[config.mk]
export PLATFORM = sky130hd
export DESIGN_NAME = rom_prefetch_flat
export DESIGN_NICKNAME = d
export VERILOG_FILES = /design/src/rtl/rom_prefetch_pkg.sv /design/src/rtl/rom_prefetch_if.sv /design/src/rtl/rom_prefetch_fifo.sv /design/src/rtl/rom_prefetch.sv /design/src/flat_wrapper.sv
export SDC_FILE = /design/constraint.sdc
export NUM_CORES = 1
export LEC_CHECK = 0
export ABC_AREA = 1
export BUFFER_PORTS_ARGS = -buffer_cell sky130_fd_sc_hd__buf_2
export CAP_MARGIN = 30
export CORE_AREA = 2 2 87 89
export CTS_CLUSTER_SIZE = 14
export DETAILED_ROUTE_END_ITERATION = 10
export DIE_AREA = 0 0 89 91
export PLACE_DENSITY = 0.82
export SYNTH_ARGS = -nofsm -noshare
export SYNTH_HDL_FRONTEND = slang
export SYNTH_SLANG_ARGS = --single-unit
export TNS_END_PERCENT = 5
[constraint.sdc]
create_clock -name clk -period 6.3 [get_ports clk]
set_input_delay 1.26 -clock clk [delete_from_list [all_inputs] [get_ports clk]]
set_output_delay 1.26 -clock clk [all_outputs]
set_load 0.1 [all_outputs]
[src/rtl/rom_prefetch_pkg.sv]
// rom_prefetch_pkg: shared widths and reset vector for the instruction prefetch stage
package rom_prefetch_pkg;
  localparam int RST_VECTOR_DEFAULT = 0;
  function automatic int clog2(input int n);
    int r;
    r = 0;
    while ((1 << r) < n) r++;
    return r;
  endfunction
  function automatic int cnt_width(input int depth);
    return clog2(depth) + 1;
  endfunction
endpackage

[src/rtl/rom_prefetch_if.sv]
// rom_prefetch_if: ROM port and decoder handshake; ins_pc exists only with ROM_PREFETCH_PC_EN
interface rom_prefetch_if #(parameter int W = 14);
  logic [W-1:0] rom_a;
  logic [15:0]  rom_d;
  logic         jmp;
  logic [W-1:0] jmp_addr;
  logic         ins_valid;
  logic [15:0]  ins_data;
  logic         ins_ready;
`ifdef ROM_PREFETCH_PC_EN
  logic [W-1:0] ins_pc;
  modport master(input rom_d, jmp, jmp_addr, ins_ready, output rom_a, ins_valid, ins_data, ins_pc);
  modport slave(output rom_d, jmp, jmp_addr, ins_ready, input rom_a, ins_valid, ins_data, ins_pc);
`else
  modport master(input rom_d, jmp, jmp_addr, ins_ready, output rom_a, ins_valid, ins_data);
  modport slave(output rom_d, jmp, jmp_addr, ins_ready, input rom_a, ins_valid, ins_data);
`endif
endinterface

[src/rtl/rom_prefetch_fifo.sv]
// prefetch_fifo: small power-of-two FIFO with flush taking priority over push and pop
module prefetch_fifo import rom_prefetch_pkg::*; #(
  parameter int WIDTH = 16,
  parameter int DEPTH = 4
) (
  input  logic                          clk,
  input  logic                          rst,
  input  logic                          i_push,
  input  logic                          i_pop,
  input  logic                          i_flush,
  input  logic [WIDTH-1:0]              i_din,
  output logic [WIDTH-1:0]              o_head,
  output logic [cnt_width(DEPTH)-1:0]   o_count
);
  localparam int PW = clog2(DEPTH);
  localparam int CW = cnt_width(DEPTH);
  logic [WIDTH-1:0] r_mem [DEPTH];
  logic [PW-1:0]    r_rd, r_wr;
  logic [CW-1:0]    r_count;
  assign o_count = r_count;
  assign o_head  = (r_count != '0) ? r_mem[r_rd] : '0;
  // storage array, written only on a push that is not cancelled by a flush
  always_ff @(posedge clk)
    if (i_push && !i_flush) r_mem[r_wr] <= i_din;
  // pointers and occupancy; a flush empties the buffer regardless of push/pop
  always_ff @(posedge clk or posedge rst)
    if (rst) begin
      r_rd    <= '0;
      r_wr    <= '0;
      r_count <= '0;
    end else if (i_flush) begin
      r_rd    <= '0;
      r_wr    <= '0;
      r_count <= '0;
    end else begin
      if (i_push) r_wr <= r_wr + PW'(1);
      if (i_pop)  r_rd <= r_rd + PW'(1);
      r_count <= r_count + CW'(i_push) - CW'(i_pop);
    end
  a_no_overflow: assert property (@(posedge clk) disable iff (rst) (i_push && !i_flush) |-> (r_count != CW'(DEPTH)));
endmodule

[src/rtl/rom_prefetch.sv]
// rom_prefetch: ROM fetch with credit-based issue, one-cycle latency absorption and jump flush (option: ROM_PREFETCH_PC_EN)
module rom_prefetch import rom_prefetch_pkg::*; #(
  parameter int ADDR_ROM_BUS_WIDTH = 14,
  parameter int DEPTH = 4,
  parameter logic [ADDR_ROM_BUS_WIDTH-1:0] RST_VECTOR = ADDR_ROM_BUS_WIDTH'(RST_VECTOR_DEFAULT)
) (
  input logic          clk,
  input logic          rst,
  rom_prefetch_if.master bus
);
  localparam int W  = ADDR_ROM_BUS_WIDTH;
  localparam int CW = cnt_width(DEPTH);
`ifdef ROM_PREFETCH_PC_EN
  localparam int FW = 16 + W;
`else
  localparam int FW = 16;
`endif
  logic [W-1:0]  r_fetch_pc, w_rom_a;
  logic          r_inflight, w_issue, w_push, w_pop, w_valid;
  logic [CW-1:0] w_count;
  logic [FW-1:0] w_din, w_head;
  // address select and credit check: a slot is reserved for every outstanding read
  always_comb begin
    w_rom_a = rst ? RST_VECTOR : bus.jmp ? bus.jmp_addr : r_fetch_pc;
    w_valid = w_count != '0;
    w_issue = bus.jmp || (({1'b0, w_count} + {{CW{1'b0}}, r_inflight}) < (CW+1)'(DEPTH));
    w_push  = r_inflight && !bus.jmp;
    w_pop   = w_valid && bus.ins_ready && !bus.jmp;
  end
  // fetch address and in-flight flag advance only when a read is issued
  always_ff @(posedge clk or posedge rst)
    if (rst) begin
      r_fetch_pc <= RST_VECTOR;
      r_inflight <= 1'b0;
    end else begin
      r_inflight <= w_issue;
      if (w_issue) r_fetch_pc <= w_rom_a + W'(1);
    end
`ifdef ROM_PREFETCH_PC_EN
  logic [W-1:0] r_inflight_pc;
  // remembers the address of the outstanding read so it travels with its word
  always_ff @(posedge clk or posedge rst)
    if (rst) r_inflight_pc <= '0;
    else if (w_issue) r_inflight_pc <= w_rom_a;
  assign w_din      = {r_inflight_pc, bus.rom_d};
  assign bus.ins_pc = w_head[FW-1:16];
`else
  assign w_din = bus.rom_d;
`endif
  prefetch_fifo #(.WIDTH(FW), .DEPTH(DEPTH)) u_fifo (
    .clk(clk), .rst(rst), .i_push(w_push), .i_pop(w_pop), .i_flush(bus.jmp),
    .i_din(w_din), .o_head(w_head), .o_count(w_count)
  );
  assign bus.rom_a     = w_rom_a;
  assign bus.ins_valid = w_valid;
  assign bus.ins_data  = w_head[15:0];
endmodule

[src/flat_wrapper.sv]
// flat-port wrapper written by rule: the top's interface ports become plain ports
module rom_prefetch_flat import rom_prefetch_pkg::*;
#(
  parameter int ADDR_ROM_BUS_WIDTH = 14,
  parameter int DEPTH = 4,
  parameter logic [ADDR_ROM_BUS_WIDTH-1:0] RST_VECTOR = ADDR_ROM_BUS_WIDTH'(RST_VECTOR_DEFAULT)
)
  (clk, rst, bus_rom_d, bus_jmp, bus_jmp_addr, bus_ins_ready, bus_rom_a, bus_ins_valid, bus_ins_data);
  rom_prefetch_if #(.W((14))) bus_i ();
  input logic clk;
  input logic rst;
  input wire logic [$bits(bus_i.rom_d)-1:0] bus_rom_d;
  input wire logic [$bits(bus_i.jmp)-1:0] bus_jmp;
  input wire logic [$bits(bus_i.jmp_addr)-1:0] bus_jmp_addr;
  input wire logic [$bits(bus_i.ins_ready)-1:0] bus_ins_ready;
  output wire logic [$bits(bus_i.rom_a)-1:0] bus_rom_a;
  output wire logic [$bits(bus_i.ins_valid)-1:0] bus_ins_valid;
  output wire logic [$bits(bus_i.ins_data)-1:0] bus_ins_data;
  assign bus_i.rom_d = bus_rom_d;
  assign bus_i.jmp = bus_jmp;
  assign bus_i.jmp_addr = bus_jmp_addr;
  assign bus_i.ins_ready = bus_ins_ready;
  assign bus_rom_a = bus_i.rom_a;
  assign bus_ins_valid = bus_i.ins_valid;
  assign bus_ins_data = bus_i.ins_data;
  rom_prefetch #(.ADDR_ROM_BUS_WIDTH(ADDR_ROM_BUS_WIDTH), .DEPTH(DEPTH), .RST_VECTOR(RST_VECTOR)) u_core (.clk(clk), .rst(rst), .bus(bus_i));
endmodule
==> flow_metrics.tcl <==
set metrics [dict create \
    finalSetupTns_ns 0 \
    max_freq_ghz 0.2389 \
    final_nets 538 \
    design.core.area_um2 7137 \
    min_period_over_period_pct 66.45 \
    finalMaxSlewViolations 0 \
    overflow 0 \
    htreeDepth 3 \
    cp_max_fo 18 \
    ys_seq_area_share_pct 58.70 \
    slowest_delay_ns 0.78 \
    drt_first_pass_iters 4 \
    path_clk_slew_ns 0.08 \
    synth-edff-count 64 \
    finalSetupViolations 0 \
    power_density_nw_per_um2 496.9 \
    ios 65 \
    cts_buffers 9 \
    finalHoldViolCount 0 \
    clkSinkCount 86 \
    rsz0062_at_grt "no" \
    drt_iter0_markers 173 \
    drcViolationCount 0 \
    grt_max_degree 36 \
    grt_pass1_vias 2868 \
    cap_viol_max_count 0 \
    synth_top_area_share_pct 45.63 \
    required_ns 5.04 \
    seq_power_share_pct 32.9 \
    postCtsSetupBuffers 0 \
    synth_cell_types 35 \
    p_clk_share_pct 16.4 \
    area_delta_synth_final_pct 13.22 \
    io_buffers 64 \
    cts_root_buf "clkbuf_8" \
    arrival_ns 2.93 \
    worstPathCellList "clkinv_1, nor2_1, o21ai_0, a21oi_1, buf_2" \
    rows 31 \
    synthArstFlopShare_pct 25.58 \
    skew_ns 0.01263 \
    final_util_pct 66.81 \
    gp_congestion 0.8243 \
    clkLatencyLatePin_ns 0.36 \
    die_y_um 91 \
    grt_pass1_wl_um 13170 \
    pre_cts_ws_ns 2.298 \
    ys_top_cells_by_area "edfxtp_1 46%, dfrtp_1 13%, nor2_1 7.7%" \
    synthesis.yosys.warnings 0 \
    crit_type "reg2out" \
    cts_resized 0 \
    yosysTopAreaCell "edfxtp_1" \
    hold_class "reg2reg" \
    synth_area_per_cell_um2 9.659 \
    clockBufferDepth 2 \
    via_per_inst 5.067 \
    irDropWorstVdd_mv 0.1653 \
    min_period_ns 4.186 \
    die_area_um2 8099 \
    ys_top_cells_by_count "86 x nor2_1, 64 x edfxtp_1, 62 x nand2_1" \
    fin_ws_ns 2.114 \
    postSynth.topFlopCell "edfxtp_1" \
    track_usage_pct 21.45 \
    swShare_pct 52.91 \
    max_slew_margin_pct 38.22 \
    detailed_place_hpwl_um 5381 \
    ant_nets 0 \
    endpoint_kind "output port" \
    die_x_um 89 \
    start_util_pct 59.01 \
    wl_per_cell_um 13.79 \
    yosysMostFrequentCell "nor2_1" \
    startpoint_type "register" \
    postCtsHoldBufs 0 \
    cts_tree "yes" \
    ys_ff_latch 86 \
    power.switching_mw 1.254 \
    via_count 3035 \
    internal-power_mw 1.116 \
    wl_um 8261 \
    p_leak_nw 2.104 \
    synth_nets 479 \
    diodes 0 \
    drive_gt1_share_pct 24.40 \
    syn_inst 436 \
    status "finished clean" \
    worst_pin_slew_ns 0.9258 \
    worst_path_max_delay_cell "dfrtp_1" \
    combinationalPowerShare_pct 50.7 \
    syn-cell-area_um2 4212 \
    antenna_found_initial 0 \
    p_total_mw 2.370 \
]
## registers in the layout (all words and copies together), names as in the netlist
| signal | flops |
|---|---|
| u_core.u_fifo.r_mem | 64 |
| u_core.r_fetch_pc | 14 |
| u_core.u_fifo.o_count | 3 |
| u_core.u_fifo.r_rd | 2 |
| u_core.u_fifo.r_wr | 2 |
| u_core.r_inflight | 1 |
## worst paths after layout
check                                                    from                            endpoint  slack [ns]  depth (start not counted)
max                         u_core.u_fifo.r_rd[1]$_DFFE_PP0P_                     bus_ins_data[5]        2.11                          5
min                         u_core.r_fetch_pc[11]$_DFFE_PP0P_   u_core.r_fetch_pc[11]$_DFFE_PP0P_        0.49                          2
min in group asynchronous                                 rst   u_core.u_fifo.r_wr[1]$_DFFE_PP0P_        0.97                          2
min reg2reg                 u_core.r_fetch_pc[11]$_DFFE_PP0P_   u_core.r_fetch_pc[11]$_DFFE_PP0P_        0.49                          2
max reg2reg                u_core.u_fifo.o_count[1]$_DFF_PP0_  u_core.u_fifo.o_count[2]$_DFF_PP0_        3.36                         12
max in group asynchronous                                 rst         u_core.r_inflight$_DFF_PP0_        5.01                          2
## placed cells by master, fill, tap and decap left out, drive strengths merged
cell / synthesis / final
inv: 54 / 56
and2: 1 / 1
a211o: 1 / 1
bufinv: 0 / 1
ha: 8 / 8
a21oi: 19 / 19
a22o: 1 / 1
xor2: 1 / 1
o21ai: 50 / 50
nand4: 1 / 1
buf: 8 / 65
dfrtp: 22 / 22
nand3: 21 / 21
clkinvlp: 0 / 2
nand2: 74 / 74
nor3: 1 / 1
nor2: 97 / 97
or2: 1 / 1
fa: 1 / 1
clkbuf: 9 / 9
edfxtp: 64 / 64
clkinv: 1 / 3
xnor2: 1 / 1
## power by group through the flow
stage | clock network (mW) | logic [mW] | registers (mW)
floorplan | 0 | 1.02 | 0.773
global placement | 0 | 1.18 | 0.784
detailed placement | 0 | 1.20 | 0.790
CTS | 0.397 | 1.21 | 0.779
global route | 0.417 | 1.29 | 0.790
finish | 0.390 | 1.20 | 0.779
## stage by stage
stage | area (µm²) | std cells | hold slack, ns
final | 4768 | 599 | 0.4887
after global routing | 4768 | 599 | 0.5315
after CTS | 4768 | 599 | 0.4923
after detailed placement | 4564 | 583 | 0.4707
after global placement | 4564 | 583 | 0.4673
after floorplan | 4212 | 436 | 0.4491
## cell families after synthesis
logic type               synth area share [%]
AO/OA/AOI/OAI                           8.972
XOR/XNOR                               0.4160
adder cells (fa/ha/maj)                 2.852
buffers and inverters                   7.546
flip-flops                              58.70
AND/OR/NAND/NOR                         21.51
## worst max-delay path: cells and delay by family (launching register included)
kind,cells,cell delay (ns)
compound gates,2,0.35
buf+inv,2,1.17
flops,1,0.78
simple gates,1,0.28
## layer usage
layer / global-route usage [%] / share of wire (%) / routed length (µm) / vias to the layer above
met4: 7.338 / 1.6 / 129 / 0
met5: 0 / 0 / 0 / -
met2: 35.95 / 50 / 4099 / 109
met1: 26.72 / 41 / 3413 / 1377
met3: 5.636 / 7.5 / 618 / 14
li1: - / - / - / 1535
## cell type report
type                            count  area [µm²]
Fill cell                         560        2369
Tap cell                           99       123.9
Multi-Input combinational cell    278        1431
Timing Repair Buffer               65       327.8
Sequential cell                    86        2472
Inverter                           55       209.0
Clock buffer                        9       123.9
Clock inverter                      7       80.08
(Power assumes the default switching activity.)
